<file path="config.mk">
export PLATFORM = sky130hd
export DESIGN_NAME = alu_pipe_flat
export DESIGN_NICKNAME = d
export VERILOG_FILES = /design/src/rtl/alu_pipe_pkg.sv /design/src/rtl/alu_pipe_if.sv /design/src/rtl/alu_core.sv /design/src/rtl/alu_pipe.sv /design/src/flat_wrapper.sv
export SDC_FILE = /design/constraint.sdc
export NUM_CORES = 1
export LEC_CHECK = 0
export CAP_MARGIN = 25
export CORE_MARGIN = 5
export CORE_UTILIZATION = 50
export DETAILED_ROUTE_END_ITERATION = 7
export PLACE_DENSITY_LB_ADDON = 0.3
export SLEW_MARGIN = 5
export SYNTH_ARGS = -nofsm -noshare
export SYNTH_HDL_FRONTEND = slang
export SYNTH_SLANG_ARGS = --single-unit
</file>
<file path="constraint.sdc">
create_clock -name clk -period 4.88 [get_ports clk]
set_input_delay 0.976 -clock clk [delete_from_list [all_inputs] [get_ports clk]]
set_output_delay 0.976 -clock clk [all_outputs]
set_load 0.01 [all_outputs]
</file>
<file path="src/rtl/alu_pipe_pkg.sv">
// rtl/alu_pipe_pkg.sv - shared opcode, flag index and flag struct definitions for alu_pipe
package alu_pipe_pkg;

    // ADD/SUB/AND/OR keep the legacy 2-bit encodings zero-extended.
    typedef enum logic [2:0] {
        OP_ADD = 3'b000,
        OP_SUB = 3'b001,
        OP_AND = 3'b010,
        OP_OR  = 3'b011,
        OP_XOR = 3'b100,
        OP_ADC = 3'b101,
        OP_SBC = 3'b110,
        OP_SLT = 3'b111
    } alu_op_t;

    localparam int FLAG_N = 3;
    localparam int FLAG_Z = 2;
    localparam int FLAG_C = 1;
    localparam int FLAG_V = 0;

    typedef struct packed {
        logic n;
        logic z;
        logic c;
        logic v;
    } flags_t;

endpackage

</file>
<file path="src/rtl/alu_pipe_if.sv">
// rtl/alu_pipe_if.sv - operand/result handshake bundle between operand fetch, alu_pipe and writeback
interface alu_pipe_if #(
    parameter int WIDTH = 32
);
    import alu_pipe_pkg::*;

    logic             in_valid;
    logic             in_ready;
    logic [WIDTH-1:0] a;
    logic [WIDTH-1:0] b;
    alu_op_t          op;
    logic             set_flags;
    logic             out_valid;
    logic             out_ready;
    logic [WIDTH-1:0] result;
    logic [3:0]       flags;
    logic [3:0]       flags_q;

    modport master (
        output in_valid, a, b, op, set_flags, out_ready,
        input  in_ready, out_valid, result, flags, flags_q
    );

    modport slave (
        input  in_valid, a, b, op, set_flags, out_ready,
        output in_ready, out_valid, result, flags, flags_q
    );

endinterface

</file>
<file path="src/rtl/alu_core.sv">
// rtl/alu_core.sv - combinational WIDTH-bit ALU producing result and NZCV flags
module alu_core
    import alu_pipe_pkg::*;
#(
    parameter int WIDTH = 32
) (
    input  logic [WIDTH-1:0] a,
    input  logic [WIDTH-1:0] b,
    input  alu_op_t          op,
    input  logic             cin,
    input  flags_t           flags_in,
    output logic [WIDTH-1:0] res,
    output flags_t           flags_out
);

    localparam int MSB = WIDTH - 1;

    logic [WIDTH:0]   ext;
    logic [WIDTH-1:0] arith_res;
    logic             sub_op;
    logic             logic_op;
    logic             ci;
    logic             slt;
    logic [3:0]       fv;
    logic             unused_nz;

    assign unused_nz = flags_in.n ^ flags_in.z;

    always_comb begin
        ci        = (op == OP_ADC || op == OP_SBC) ? cin : 1'b0;
        sub_op    = (op == OP_SUB || op == OP_SBC || op == OP_SLT);
        logic_op  = (op == OP_AND || op == OP_OR || op == OP_XOR);
        // Zero-extended operands: bit WIDTH is carry for add and borrow for subtract.
        if (sub_op)
            ext = {1'b0, a} - {1'b0, b} - {{WIDTH{1'b0}}, ci};
        else
            ext = {1'b0, a} + {1'b0, b} + {{WIDTH{1'b0}}, ci};
        arith_res = ext[MSB:0];
        slt       = $signed(a) < $signed(b);

        case (op)
            OP_AND:  res = a & b;
            OP_OR:   res = a | b;
            OP_XOR:  res = a ^ b;
            OP_SLT:  res = {{(WIDTH-1){1'b0}}, slt};
            default: res = arith_res;
        endcase

        fv = '0;
        if (logic_op) begin
            fv[FLAG_N] = res[MSB];
            fv[FLAG_Z] = (res == '0);
            fv[FLAG_C] = flags_in.c;
            fv[FLAG_V] = flags_in.v;
        end else begin
            // SLT reports the flags of the underlying subtraction, not of its 0/1 result.
            fv[FLAG_N] = arith_res[MSB];
            fv[FLAG_Z] = (arith_res == '0);
            fv[FLAG_C] = ext[WIDTH];
            if (sub_op)
                fv[FLAG_V] = (a[MSB] != b[MSB]) && (arith_res[MSB] != a[MSB]);
            else
                fv[FLAG_V] = (a[MSB] == b[MSB]) && (arith_res[MSB] != a[MSB]);
        end
        flags_out = fv;
    end

endmodule

</file>
<file path="src/rtl/alu_pipe.sv">
// rtl/alu_pipe.sv - pipelined ALU: one-deep valid/ready result stage plus architectural NZCV register
module alu_pipe
    import alu_pipe_pkg::*;
#(
    parameter int WIDTH = 32
) (
    input  logic       clk,
    input  logic       rst,
    alu_pipe_if.slave  bus
);

    logic [WIDTH-1:0] core_res;
    flags_t           core_flags;
    logic [WIDTH-1:0] result_r;
    flags_t           flags_r;
    flags_t           flags_q_r;
    logic             out_valid_r;
    logic             acc;

    // Ready whenever the output slot is empty or draining this cycle.
    assign bus.in_ready = !out_valid_r | bus.out_ready;
    assign acc          = bus.in_valid & bus.in_ready;

    alu_core #(
        .WIDTH (WIDTH)
    ) u_core (
        .a         (bus.a),
        .b         (bus.b),
        .op        (bus.op),
        .cin       (flags_q_r.c),
        .flags_in  (flags_q_r),
        .res       (core_res),
        .flags_out (core_flags)
    );

    always_ff @(posedge clk) begin
        if (rst) begin
            out_valid_r <= 1'b0;
            result_r    <= '0;
            flags_r     <= '0;
            flags_q_r   <= '0;
        end else if (acc) begin
            out_valid_r <= 1'b1;
            result_r    <= core_res;
            flags_r     <= core_flags;
            if (bus.set_flags)
                flags_q_r <= core_flags;
        end else if (bus.out_ready) begin
            out_valid_r <= 1'b0;
        end
    end

    assign bus.out_valid = out_valid_r;
    assign bus.result    = result_r;
    assign bus.flags     = flags_r;
    assign bus.flags_q   = flags_q_r;

endmodule

</file>
<file path="src/flat_wrapper.sv">
// flat-port wrapper written by rule: the top's interface ports become plain ports
module alu_pipe_flat import alu_pipe_pkg::*;
#(
    parameter int WIDTH = 32
)
  (clk, rst, bus_in_valid, bus_a, bus_b, bus_op, bus_set_flags, bus_out_ready, bus_in_ready, bus_out_valid, bus_result, bus_flags, bus_flags_q);
  alu_pipe_if #(.WIDTH(WIDTH)) bus_i ();
  input  logic clk;
  input  logic rst;
  input wire logic [$bits(bus_i.in_valid)-1:0] bus_in_valid;
  input wire logic [$bits(bus_i.a)-1:0] bus_a;
  input wire logic [$bits(bus_i.b)-1:0] bus_b;
  input wire logic [$bits(bus_i.op)-1:0] bus_op;
  input wire logic [$bits(bus_i.set_flags)-1:0] bus_set_flags;
  input wire logic [$bits(bus_i.out_ready)-1:0] bus_out_ready;
  output wire logic [$bits(bus_i.in_ready)-1:0] bus_in_ready;
  output wire logic [$bits(bus_i.out_valid)-1:0] bus_out_valid;
  output wire logic [$bits(bus_i.result)-1:0] bus_result;
  output wire logic [$bits(bus_i.flags)-1:0] bus_flags;
  output wire logic [$bits(bus_i.flags_q)-1:0] bus_flags_q;
  assign bus_i.in_valid = bus_in_valid;
  assign bus_i.a = bus_a;
  assign bus_i.b = bus_b;
  assign bus_i.op = bus_op;
  assign bus_i.set_flags = bus_set_flags;
  assign bus_i.out_ready = bus_out_ready;
  assign bus_in_ready = bus_i.in_ready;
  assign bus_out_valid = bus_i.out_valid;
  assign bus_result = bus_i.result;
  assign bus_flags = bus_i.flags;
  assign bus_flags_q = bus_i.flags_q;
  alu_pipe #(.WIDTH(WIDTH)) u_core (.clk(clk), .rst(rst), .bus(bus_i));
endmodule
</file>
==> impl_metrics.ini <==
[status]
status = finished, violations left
violations = setup timing

[layout]
drive_gt1_frac = 0.226
fill_cells = 1485
final_area_mm2 = 0.0126
antenna_cells = 0
nets = 1836
area_growth_syn_to_layout_pct = 38.6

[timing]
setup_slack_ns = -0.0386
whs_ns = 0.455
skew_ns = 0.00590
fin_crit_sh = 1.01
setup_viol = 2
worst_slew_pin_slew_ns = 0.923
fmax_mhz = 203
period_needed_ns = 4.92
relSlewSlack = 0.385
final_hold_viol_count = 0
rsz0062_at_grt = true
maxSlewViolCount = 0

[worst_setup_path]
worstRegToRegCells = 18
cp-startpoint = bus_op[1]
endpoint_kind = flip-flop
slowest_delay_ns = 0.66
r2r_slack_ns = 0.40
crit_required_ns = 5.10
crit_chain = buf_12 > clkinv_8 > nand2_4 > nand2_4 > nand3_4 > fa_2 > ha_4 > nor2_4 > fa_2 > nor3b_4 > o211ai_1 > buf_4 > a21boi_4 > buf_6 > a211oi_4 > nand2b_4 > xor2_4 > a221oi_2 > o21ai_2 > a2111oi_4 > nand4_1 > a211oi_2
rr_endpoint = u_core.bus.flags[2]$_SDFFE_PP0P_
worstSetupPathType = input port to flip-flop
critPathMaxFanout = 4
startpoint_type = input port
r2r-start = u_core.bus.flags_q[1]$_SDFFE_PP0P_
cp_slowest_cell = fa_2
worstPathArrival_ns = 5.14

[grt]
grt_pass1_vias = 10667
antenna_found_initial = 0
globalRouteTotalUtil = 0.339
grt_pass1_wl_um = 58200
grt_overflow = 0
grt_max_degree = 43

[hold_path]
hold_path_end = u_core.bus.result[19]$_SDFFE_PP0P_
hp-class = flip-flop to flip-flop
min_from = u_core.bus.result[19]$_SDFFE_PP0P_
worstHoldPathCells = 2

[floorplan]
fp.dieArea_mm2 = 0.0210
die_x_um = 145
num_io_pins = 114
die_y_um = 145
rows = 49
core-area_mm2 = 0.0180
start_util = 0.507

[drt]
wl_per_cell_um = 21.1
vias = 11155
ant_nets = 0
wl_um = 38700
dr.pass1.iters = 6
vias_per_cell = 6.09
dr.first_iter.drc_count = 1068
drc = 0

[yosys]
synth_area_per_cell_um2 = 7.11
synth_edf_count = 0
synth_top_cell_area_share = 0.217
syn_area_mm2 = 0.00911
yosys-top-cells-count = ha_1 (158), nand2_1 (135), a21oi_1 (122), inv_1 (122), nor2_1 (115)
yosysSeqAreaShare = 0.0901
ys_ff_latch = 41
yosysUniqueCellTypes = 100
synth.most_common_cell = ha_1
synth.net_count = 1515
syn_inst = 1281
yosys_warnings = 0
synth_area_leaders = ha_1 (22%), dfxtp_1 (9.0%), a21oi_1 (6.7%)
synth_top_cell_by_area = ha_1
synthFlopType = dfxtp_1
synthArstFlopShare = 0

[placement]
gp_congestion = 1.00
dp_hpwl_um = 31300
portBuffers = 113
dpl_cell_area_mm2 = 0.0120

[clocking]
cts_tree = done
clk_pin_slew_ns = 0.06
clockBufferDepth = 2
clkLatencyLatePin_ns = 0.29
cts-buffers-inserted = 5
cts-root-buf = clkbuf_16
cts-htree-levels = 2
cts_hold_buf = 0
clock-sinks = 41

[power]
peakVddDrop_mv = 0.309
p_per_area_mw_per_mm2 = 210
p_leak_nw = 5.86

[job]
cap_viol_max_count = 0
per-stage QoR:
stage	utilization	std cells	TNS (ns)	total power, mW	setup WS [ns]
after floorplan	-	1281	0	1.37	0.00128
after global placement	0.669	1805	-4.44	2.16	-0.557
after detailed placement	0.669	1805	-6.39	2.18	-0.664
after CTS	0.681	1816	0	2.52	0.00273
after global routing	0.703	1832	-0.494	2.80	-0.206
final	0.703	1832	-0.0455	2.65	-0.0386
how the worst max path moves through the flow:
stage,endpoint,slack [ns],cells after the start
3_3_place_gp,u_core.bus.flags[2]$_SDFFE_PP0P_,-0.56,20
6_report,u_core.bus.flags[2]$_SDFFE_PP0P_,-0.04,22
3_5_place_dp,u_core.bus.flags[2]$_SDFFE_PP0P_,-0.66,20
2_1_floorplan,u_core.bus.flags_q[2]$_SDFFE_PP0P_,0.001,21
4_1_cts,u_core.bus.flags_q[2]$_SDFFE_PP0P_,0.003,19
5_1_grt,u_core.bus.flags[2]$_SDFFE_PP0P_,-0.21,23
worst max-delay path: cells and delay by family:
family / cells / cell delay [ns]
compound gates: 7 / 1.53
xor+xnor: 1 / 0.09
fa+ha+maj: 3 / 1.23
buf+inv: 4 / 0.48
simple gates: 7 / 0.82
cells in the final DEF, fill, tap and decap left out, types with 12 or more instances in the layout:
| cell | count |
|---|---|
| dfxtp_1 | 41 |
| a31oi_1 | 12 |
| xnor2_1 | 36 |
| a211oi_1 | 23 |
| nand2_1 | 131 |
| nand4_1 | 18 |
| nand3_1 | 28 |
| a21o_1 | 16 |
| o21ai_0 | 76 |
| buf_4 | 272 |
| o211ai_1 | 15 |
| a21oi_1 | 121 |
| inv_1 | 119 |
| mux2i_1 | 13 |
| ha_1 | 156 |
| nor3_1 | 25 |
| nor2_1 | 114 |
| xor2_1 | 21 |
| a221oi_1 | 15 |
| clkdlybuf4s50_1 | 108 |
metal layers:
layer  share of wire  global-route usage  vias to the layer above
met5               0                   0                        -
met4           0.036               0.125                        0
met3            0.11              0.0698                       93
met2            0.44               0.528                      660
met1            0.42               0.463                     5195
li1                -                   -                     5207
area by class of cell:
cell class | instances | area (µm²) | area share
multi-input cells | 1040 | 7610 | 0.603
well taps | 229 | 287 | 0.0227
flip-flops and latches | 41 | 821 | 0.0650
clock buffers | 5 | 125 | 0.00991
clock inverters | 3 | 17.5 | 0.00139
repair buffers | 390 | 3270 | 0.259
inverters | 124 | 490 | 0.0389
sequential cells by signal (all words and copies together) (netlist names):
signal / cells
u_core.bus.flags: 4
u_core.bus.flags_q: 4
u_core.bus.out_valid: 1
u_core.bus.result: 32
report_power, final:
group	switching, mW	total [mW]	leakage, nW	internal [mW]
sequential	0.0195	0.386	0.338	0.367
clock	0.134	0.321	0.0696	0.187
combinational	1.05	1.94	5.45	0.889
logic make-up (layout without fill, tap and decap cells):
kind of cell               Yosys count  count (layout)  synth area share
AOI/OAI and AO/OA                  406             406             0.303
and+or+nand+nor                    399             399             0.206
buffers and inverters              200             522             0.102
adders and majority gates          162             162             0.226
xor gates and xnor gates            59              59            0.0567
DFF                                 41              41            0.0901
muxes                               14              14            0.0155
timing repair:
action,4_1_cts,5_1_grt
pin swaps,17,32
setup buffers,3,16
gates resized for setup,12,58
endpoints found under the hold margin,0,0
setup endpoints to repair,11,7
Power figures use the tool's default switching activity.
